<file path="src/rtl/twiddle_gen.sv">
// Per-lane twiddle generator for the 16-lane multiplier of the 512-point FFT.
// Quarter-wave cosine ROM with quadrant folding; fixed 2-cycle beat latency.
module twiddle_gen #(
    parameter int N     = 512,
    parameter int LANES = 16,
    parameter int TW_W  = 9
) (
    input  logic                   clk,
    input  logic                   rst,
    input  logic                   in_valid,
    input  logic                   in_sof,
    output logic signed [TW_W-1:0] twf_re_out [0:LANES-1],
    output logic signed [TW_W-1:0] twf_im_out [0:LANES-1],
    output logic                   twf_valid,
    output logic                   twf_sof,
    output logic                   twf_eof,
    output logic                   sync_err
);

    localparam int EW = $clog2(N);
    localparam int F  = N / LANES;
    localparam int CW = $clog2(F);
    localparam int MW = EW - 2;
    localparam int QN = N / 4;

    // round(128*cos(2*pi*m/512)) for m = 0..128, clipped to 127
    localparam logic [7:0] COS_ROM [0:128] = '{
        8'd127, 8'd127, 8'd127, 8'd127, 8'd127, 8'd127, 8'd127, 8'd127,
        8'd127, 8'd127, 8'd127, 8'd127, 8'd127, 8'd126, 8'd126, 8'd126,
        8'd126, 8'd125, 8'd125, 8'd125, 8'd124, 8'd124, 8'd123, 8'd123,
        8'd122, 8'd122, 8'd122, 8'd121, 8'd121, 8'd120, 8'd119, 8'd119,
        8'd118, 8'd118, 8'd117, 8'd116, 8'd116, 8'd115, 8'd114, 8'd114,
        8'd113, 8'd112, 8'd111, 8'd111, 8'd110, 8'd109, 8'd108, 8'd107,
        8'd106, 8'd106, 8'd105, 8'd104, 8'd103, 8'd102, 8'd101, 8'd100,
        8'd99,  8'd98,  8'd97,  8'd96,  8'd95,  8'd94,  8'd93,  8'd92,
        8'd91,  8'd89,  8'd88,  8'd87,  8'd86,  8'd85,  8'd84,  8'd82,
        8'd81,  8'd80,  8'd79,  8'd78,  8'd76,  8'd75,  8'd74,  8'd72,
        8'd71,  8'd70,  8'd68,  8'd67,  8'd66,  8'd64,  8'd63,  8'd62,
        8'd60,  8'd59,  8'd58,  8'd56,  8'd55,  8'd53,  8'd52,  8'd50,
        8'd49,  8'd48,  8'd46,  8'd45,  8'd43,  8'd42,  8'd40,  8'd39,
        8'd37,  8'd36,  8'd34,  8'd33,  8'd31,  8'd30,  8'd28,  8'd27,
        8'd25,  8'd23,  8'd22,  8'd20,  8'd19,  8'd17,  8'd16,  8'd14,
        8'd13,  8'd11,  8'd9,   8'd8,   8'd6,   8'd5,   8'd3,   8'd2,
        8'd0
    };

    logic [CW-1:0] cnt_q, cnt_d;
    logic          first_q, first_d;
    logic          sync_err_q, sync_err_d;
    logic [CW-1:0] c_sel;

    logic          s1_valid_q, s1_valid_d;
    logic          s1_sof_q, s1_sof_d;
    logic [CW-1:0] s1_c_q, s1_c_d;
    logic [EW-1:0] s1_e_q     [0:LANES-1];
    logic [EW-1:0] s1_e_d     [0:LANES-1];
    logic [MW:0]   s1_idx_b_q [0:LANES-1];
    logic [MW:0]   s1_idx_b_d [0:LANES-1];

    logic                   twf_valid_q, twf_valid_d;
    logic                   twf_sof_q, twf_sof_d;
    logic                   twf_eof_q, twf_eof_d;
    logic signed [TW_W-1:0] re_q [0:LANES-1];
    logic signed [TW_W-1:0] re_d [0:LANES-1];
    logic signed [TW_W-1:0] im_q [0:LANES-1];
    logic signed [TW_W-1:0] im_d [0:LANES-1];

    // first_q marks the first beat after reset, which must carry in_sof
    always_comb begin
        cnt_d      = cnt_q;
        first_d    = first_q;
        sync_err_d = sync_err_q;
        c_sel      = cnt_q;
        if (in_valid) begin
            first_d = 1'b0;
            if (in_sof) begin
                c_sel = '0;
                cnt_d = CW'(1);
                if (cnt_q != '0) sync_err_d = 1'b1;
            end else begin
                c_sel = cnt_q;
                cnt_d = cnt_q + CW'(1);
                if (first_q) sync_err_d = 1'b1;
            end
        end
    end

    always_comb begin
        s1_valid_d = in_valid;
        s1_sof_d   = s1_sof_q;
        s1_c_d     = s1_c_q;
        s1_e_d     = s1_e_q;
        s1_idx_b_d = s1_idx_b_q;
        if (in_valid) begin
            s1_sof_d = in_sof;
            s1_c_d   = c_sel;
            for (int i = 0; i < LANES; i++) begin
                s1_e_d[i]     = EW'(32'(c_sel) * i);
                s1_idx_b_d[i] = (MW+1)'(QN) - {1'b0, s1_e_d[i][MW-1:0]};
            end
        end
    end

    // q0..q3 fold: re = cos, im = -sin
    always_comb begin : stage2_comb
        logic signed [TW_W-1:0] pa;
        logic signed [TW_W-1:0] pb;
        pa          = '0;
        pb          = '0;
        re_d        = re_q;
        im_d        = im_q;
        twf_valid_d = s1_valid_q;
        twf_sof_d   = s1_valid_q & s1_sof_q;
        twf_eof_d   = s1_valid_q & (s1_c_q == CW'(F-1));
        if (s1_valid_q) begin
            for (int i = 0; i < LANES; i++) begin
                pa = signed'(TW_W'(COS_ROM[{1'b0, s1_e_q[i][MW-1:0]}]));
                pb = signed'(TW_W'(COS_ROM[s1_idx_b_q[i]]));
                case (s1_e_q[i][EW-1 -: 2])
                    2'd0: begin re_d[i] = pa;  im_d[i] = -pb; end
                    2'd1: begin re_d[i] = -pb; im_d[i] = -pa; end
                    2'd2: begin re_d[i] = -pa; im_d[i] = pb;  end
                    default: begin re_d[i] = pb; im_d[i] = pa; end
                endcase
            end
        end
    end

    always_ff @(posedge clk or posedge rst) begin
        if (rst) begin
            cnt_q       <= '0;
            first_q     <= 1'b1;
            sync_err_q  <= 1'b0;
            s1_valid_q  <= 1'b0;
            s1_sof_q    <= 1'b0;
            s1_c_q      <= '0;
            twf_valid_q <= 1'b0;
            twf_sof_q   <= 1'b0;
            twf_eof_q   <= 1'b0;
            for (int i = 0; i < LANES; i++) begin
                s1_e_q[i]     <= '0;
                s1_idx_b_q[i] <= '0;
                re_q[i]       <= '0;
                im_q[i]       <= '0;
            end
        end else begin
            cnt_q       <= cnt_d;
            first_q     <= first_d;
            sync_err_q  <= sync_err_d;
            s1_valid_q  <= s1_valid_d;
            s1_sof_q    <= s1_sof_d;
            s1_c_q      <= s1_c_d;
            s1_e_q      <= s1_e_d;
            s1_idx_b_q  <= s1_idx_b_d;
            twf_valid_q <= twf_valid_d;
            twf_sof_q   <= twf_sof_d;
            twf_eof_q   <= twf_eof_d;
            re_q        <= re_d;
            im_q        <= im_d;
        end
    end

    assign twf_re_out = re_q;
    assign twf_im_out = im_q;
    assign twf_valid  = twf_valid_q;
    assign twf_sof    = twf_sof_q;
    assign twf_eof    = twf_eof_q;
    assign sync_err   = sync_err_q;

endmodule

</file>
<file path="config.mk">
export PLATFORM = sky130hd
export DESIGN_NAME = twiddle_gen
export DESIGN_NICKNAME = d
export VERILOG_FILES = /design/src/rtl/twiddle_gen.sv
export SDC_FILE = /design/constraint.sdc
export NUM_CORES = 2
export LEC_CHECK = 0
export BUFFER_PORTS_ARGS = -buffer_cell sky130_fd_sc_hd__buf_2
export CAP_MARGIN = 20
export CORE_MARGIN = 5
export CORE_UTILIZATION = 68
export DETAILED_ROUTE_END_ITERATION = 7
export GPL_ROUTABILITY_DRIVEN = 1
export HOLD_SLACK_MARGIN = 0.12
export PLACE_DENSITY_LB_ADDON = 0.12
export SYNTH_ARGS = -nofsm -noshare
export SYNTH_HDL_FRONTEND = slang
export SYNTH_SLANG_ARGS = --single-unit
</file>
<file path="constraint.sdc">
create_clock -name clk -period 34.3 [get_ports clk]
set_input_delay 1.715 -clock clk [delete_from_list [all_inputs] [get_ports clk]]
set_output_delay 1.715 -clock clk [all_outputs]
set_load 0.01 [all_outputs]
</file>
==> flow_metrics.env <==
export IMPL_status="completed"
export IMPL_hp_class="reg2reg"
export IMPL_finalHoldViolCount=0
export IMPL_yosysWarnings=0
export IMPL_start_util_pct=68.2
export IMPL_holdPathStages=1
export IMPL_final_nets=5287
export IMPL_power_share_clock_pct=12.8
export IMPL_cts_resized=0
export IMPL_first_global_vias=37500
export IMPL_worstSetupPathType="reg2reg"
export IMPL_hold_buffers=0
export IMPL_cts_clk_slew_worst_paths_ns=0.06
export IMPL_drt_iter0_markers=7430
export IMPL_vias_per_cell=7.15
export IMPL_grt_max_degree=159
export IMPL_rr_endpoint="twf_re_out[87]"
export IMPL_cp_end_kind="flip-flop"
export IMPL_cts_tree="built"
export IMPL_ant_nets=0
export IMPL_numPortBuffers=279
export IMPL_fin_area_sq_um=42200
export IMPL_p_sw_w=0.00214
export IMPL_synth_distinct_cells=112
export IMPL_grt_usage_pct=42.6
export IMPL_rr_worst_depth=14
export IMPL_vias=42400
export IMPL_synth_area_leaders="dfrtp_1 23%, o21ai_0 4.6%, nor2_1 4.6%"
export IMPL_mappedNetlistArea_sq_um=40000
export IMPL_antenna_found_initial=2
export IMPL_row_count=89
export IMPL_synth_ff_type="dfrtp_1"
export IMPL_cts_buffer_depth=3
export IMPL_gp_congestion=1.01
export IMPL_finalWirelength_um=144000
export IMPL_drcViolationCount=0
export IMPL_drv_cap=0
export IMPL_path_max_fanout=31
export IMPL_powerDensity_nw_per_um2=94.9
export IMPL_synth_top_area_share_pct=23.1
export IMPL_coreArea_sq_um=58700
export IMPL_tightest_slew_ns=1.10
export IMPL_startpoint_type="flip-flop"
export IMPL_swShare_pct=53.4
export IMPL_synth_most_common_cell="nor2_1"
export IMPL_intPower_w=0.00187
export IMPL_syn_inst=5255
export IMPL_dieArea_sq_um=63800
export IMPL_seqCellArea_sq_um=9280
export IMPL_combPwrFrac_pct=67.5
export IMPL_ir_worst_vdd_mv=0.0571
export IMPL_dr_pass1_iters=8
export IMPL_multi_input_area_sq_um=27600
export IMPL_area_growth_synth_to_final_pct=5.44
export IMPL_finalMaxSlewViolations=0
export IMPL_synth_edf_count=0
export IMPL_post_route_util_pct=71.9
export IMPL_dieWidth_um=253
export IMPL_async_flop_share_pct=100
export IMPL_dpl_cell_area_sq_um=40600
export IMPL_whs_ns=0.469
export IMPL_post_route_min_period_ns=5.54
export IMPL_setup_viol=0
export IMPL_io_pins=296
export IMPL_required_ns=34.76
export IMPL_dp_cells=5840
export IMPL_p_leak_nw=17.0
export IMPL_cts_root_buffer="clkbuf_16"
export IMPL_cts_max_level=2
export IMPL_fin_skew_ns=0.0305
export IMPL_worstPathArrival_ns=6.00
export IMPL_max_slew_margin_rel_pct=25.7
export IMPL_synth_seq_cells=370
export IMPL_fin_crit_sh_pct=16.2
export IMPL_die_h_um=253
export IMPL_synth_area_per_cell_sq_um=7.62
export IMPL_cts_buffers=45
export IMPL_cts_setup_buffers=0
export IMPL_cts_sinks=370
export IMPL_rsz0062_at_grt="false"
export IMPL_r2r_slack_ns=28.76
export IMPL_wl_per_cell_um=24.3
export IMPL_power_frac_seq_pct=19.7
export IMPL_hpwlAfterDp_um=100000
export IMPL_yosysSeqAreaShare_pct=23.1
export IMPL_hold_start="sync_err"
export IMPL_netlist_top_cell_by_area="dfrtp_1"
export IMPL_grt_ovfl_total=0
export IMPL_grt_pass1_wl_um=220000
export IMPL_fin_setup_tns_ns=0
export IMPL_fmax_ghz=0.180
export IMPL_insertion_delay_ns=0.62
export IMPL_final_cells=5928
export IMPL_n_fill_cell=4791
export IMPL_hold_path_endpoint="sync_err"
export IMPL_drive_above_1_share_pct=13.1
export IMPL_synth_common_cells="494 x nor2_1, 470 x nand2_1, 371 x o21ai_0, 369 x dfrtp_1, 368 x a21oi_1"
export IMPL_r2r_start="s1_e_q[54]"
-- registers in the layout, summed over array words and instances (netlist names) --
name        flops
first_q         1
twf_valid       1
twf_im_out    136
sync_err        1
cnt_q           5
s1_idx_b_q     54
twf_sof         1
s1_valid_q      1
twf_re_out    123
twf_eof         1
s1_sof_q        1
s1_e_q         45
-- cell usage in the layout (no fill, tap or decap), types with 34 or more instances in the layout --
cell type	count
o21ai_0	371
o31ai_1	52
a21o_1	54
a311oi_1	40
nand2b_1	144
a31oi_1	117
nor3b_1	37
nor3_1	103
nor2b_1	111
o22ai_1	35
a211oi_1	93
o211ai_1	111
or3_1	46
a211o_1	37
mux2i_1	94
and3_1	34
nand3_1	113
mux4_2	53
a221oi_1	47
xnor2_1	87
a21oi_1	367
and2_1	51
ha_1	146
buf_4	73
mux2_2	73
dfrtp_1	356
buf_2	278
nor2_1	494
nand2_1	470
o221ai_1	50
clkbuf_16	45
inv_1	190
xor2_1	73
-- worst max-delay path, stage by stage, from the launching register on --
cell      delay, ns
dfrtp_4        0.62
inv_1          0.63
buf_4          0.44
ha_1           0.88
inv_1          0.42
mux4_2         0.55
a221oi_1       0.30
a211oi_1       0.09
buf_4          0.21
inv_1          0.07
ha_1           0.16
nor3b_1        0.47
nand3b_1       0.15
xor2_1         0.26
o221ai_1       0.14
-- per-stage QoR --
stage          setup slack (ns)  total power [W]
2_1_floorplan             22.31          0.00264
3_3_place_gp              28.36          0.00334
3_5_place_dp              28.31          0.00338
4_1_cts                   28.90          0.00391
5_1_grt                   28.49          0.00424
6_report                  28.76          0.00401
-- final cells by class --
| class | instances | area share, % |
|---|---|---|
| well taps | 773 | 2.29 |
| inverters | 212 | 1.91 |
| flip-flops and latches | 370 | 22.0 |
| multi-input cells | 4132 | 65.4 |
| diodes | 2 | 0.0119 |
| clock buffers | 55 | 2.90 |
| clock inverters | 28 | 0.759 |
| repair buffers | 356 | 4.76 |
-- power groups by stage --
stage / Combinational, W / Sequential, W / Clock, W
after CTS: 0.00261 / 0.000782 / 0.000512
final: 0.00271 / 0.000791 / 0.000511
after detailed placement: 0.00260 / 0.000787 / 0
after global routing: 0.00291 / 0.000808 / 0.000529
after global placement: 0.00256 / 0.000783 / 0
after floorplan: 0.00191 / 0.000728 / 0
-- how the worst max path moves through the flow --
stage | startpoint | end | slack [ns] | cells after the start
final | s1_e_q[54] | twf_re_out[87] | 28.76 | 14
after global routing | in_valid | s1_idx_b_q[6] | 28.49 | 16
after CTS | in_valid | s1_idx_b_q[6] | 28.90 | 16
after detailed placement | in_valid | s1_idx_b_q[6] | 28.31 | 16
after global placement | in_valid | s1_idx_b_q[6] | 28.36 | 16
after floorplan | rst | cnt_q[0] | 22.31 | 1
-- logic make-up (layout without fill, tap and decap cells) --
kind of cell    after synthesis  after routing  synth area share, %
xor+xnor                    160            160                 3.50
simple gates               1782           1782                 21.7
other cells                   1             18              0.00936
mux                         220            220                 7.38
compound gates             1784           1784                 30.5
buf+inv                     768            651                 8.10
flops                       370            370                 23.1
fa+ha+maj                   170            170                 5.64
-- metal layers --
layer	vias to the layer above	track usage (%)	wire length [um]
met5	-	0	11
met3	492	10.2	18800
met4	2	18.5	7760
li1	19000	-	-
met2	2997	63.4	61600
met1	19900	59.5	55600
No activity file was read; power rests on OpenSTA's default activity.
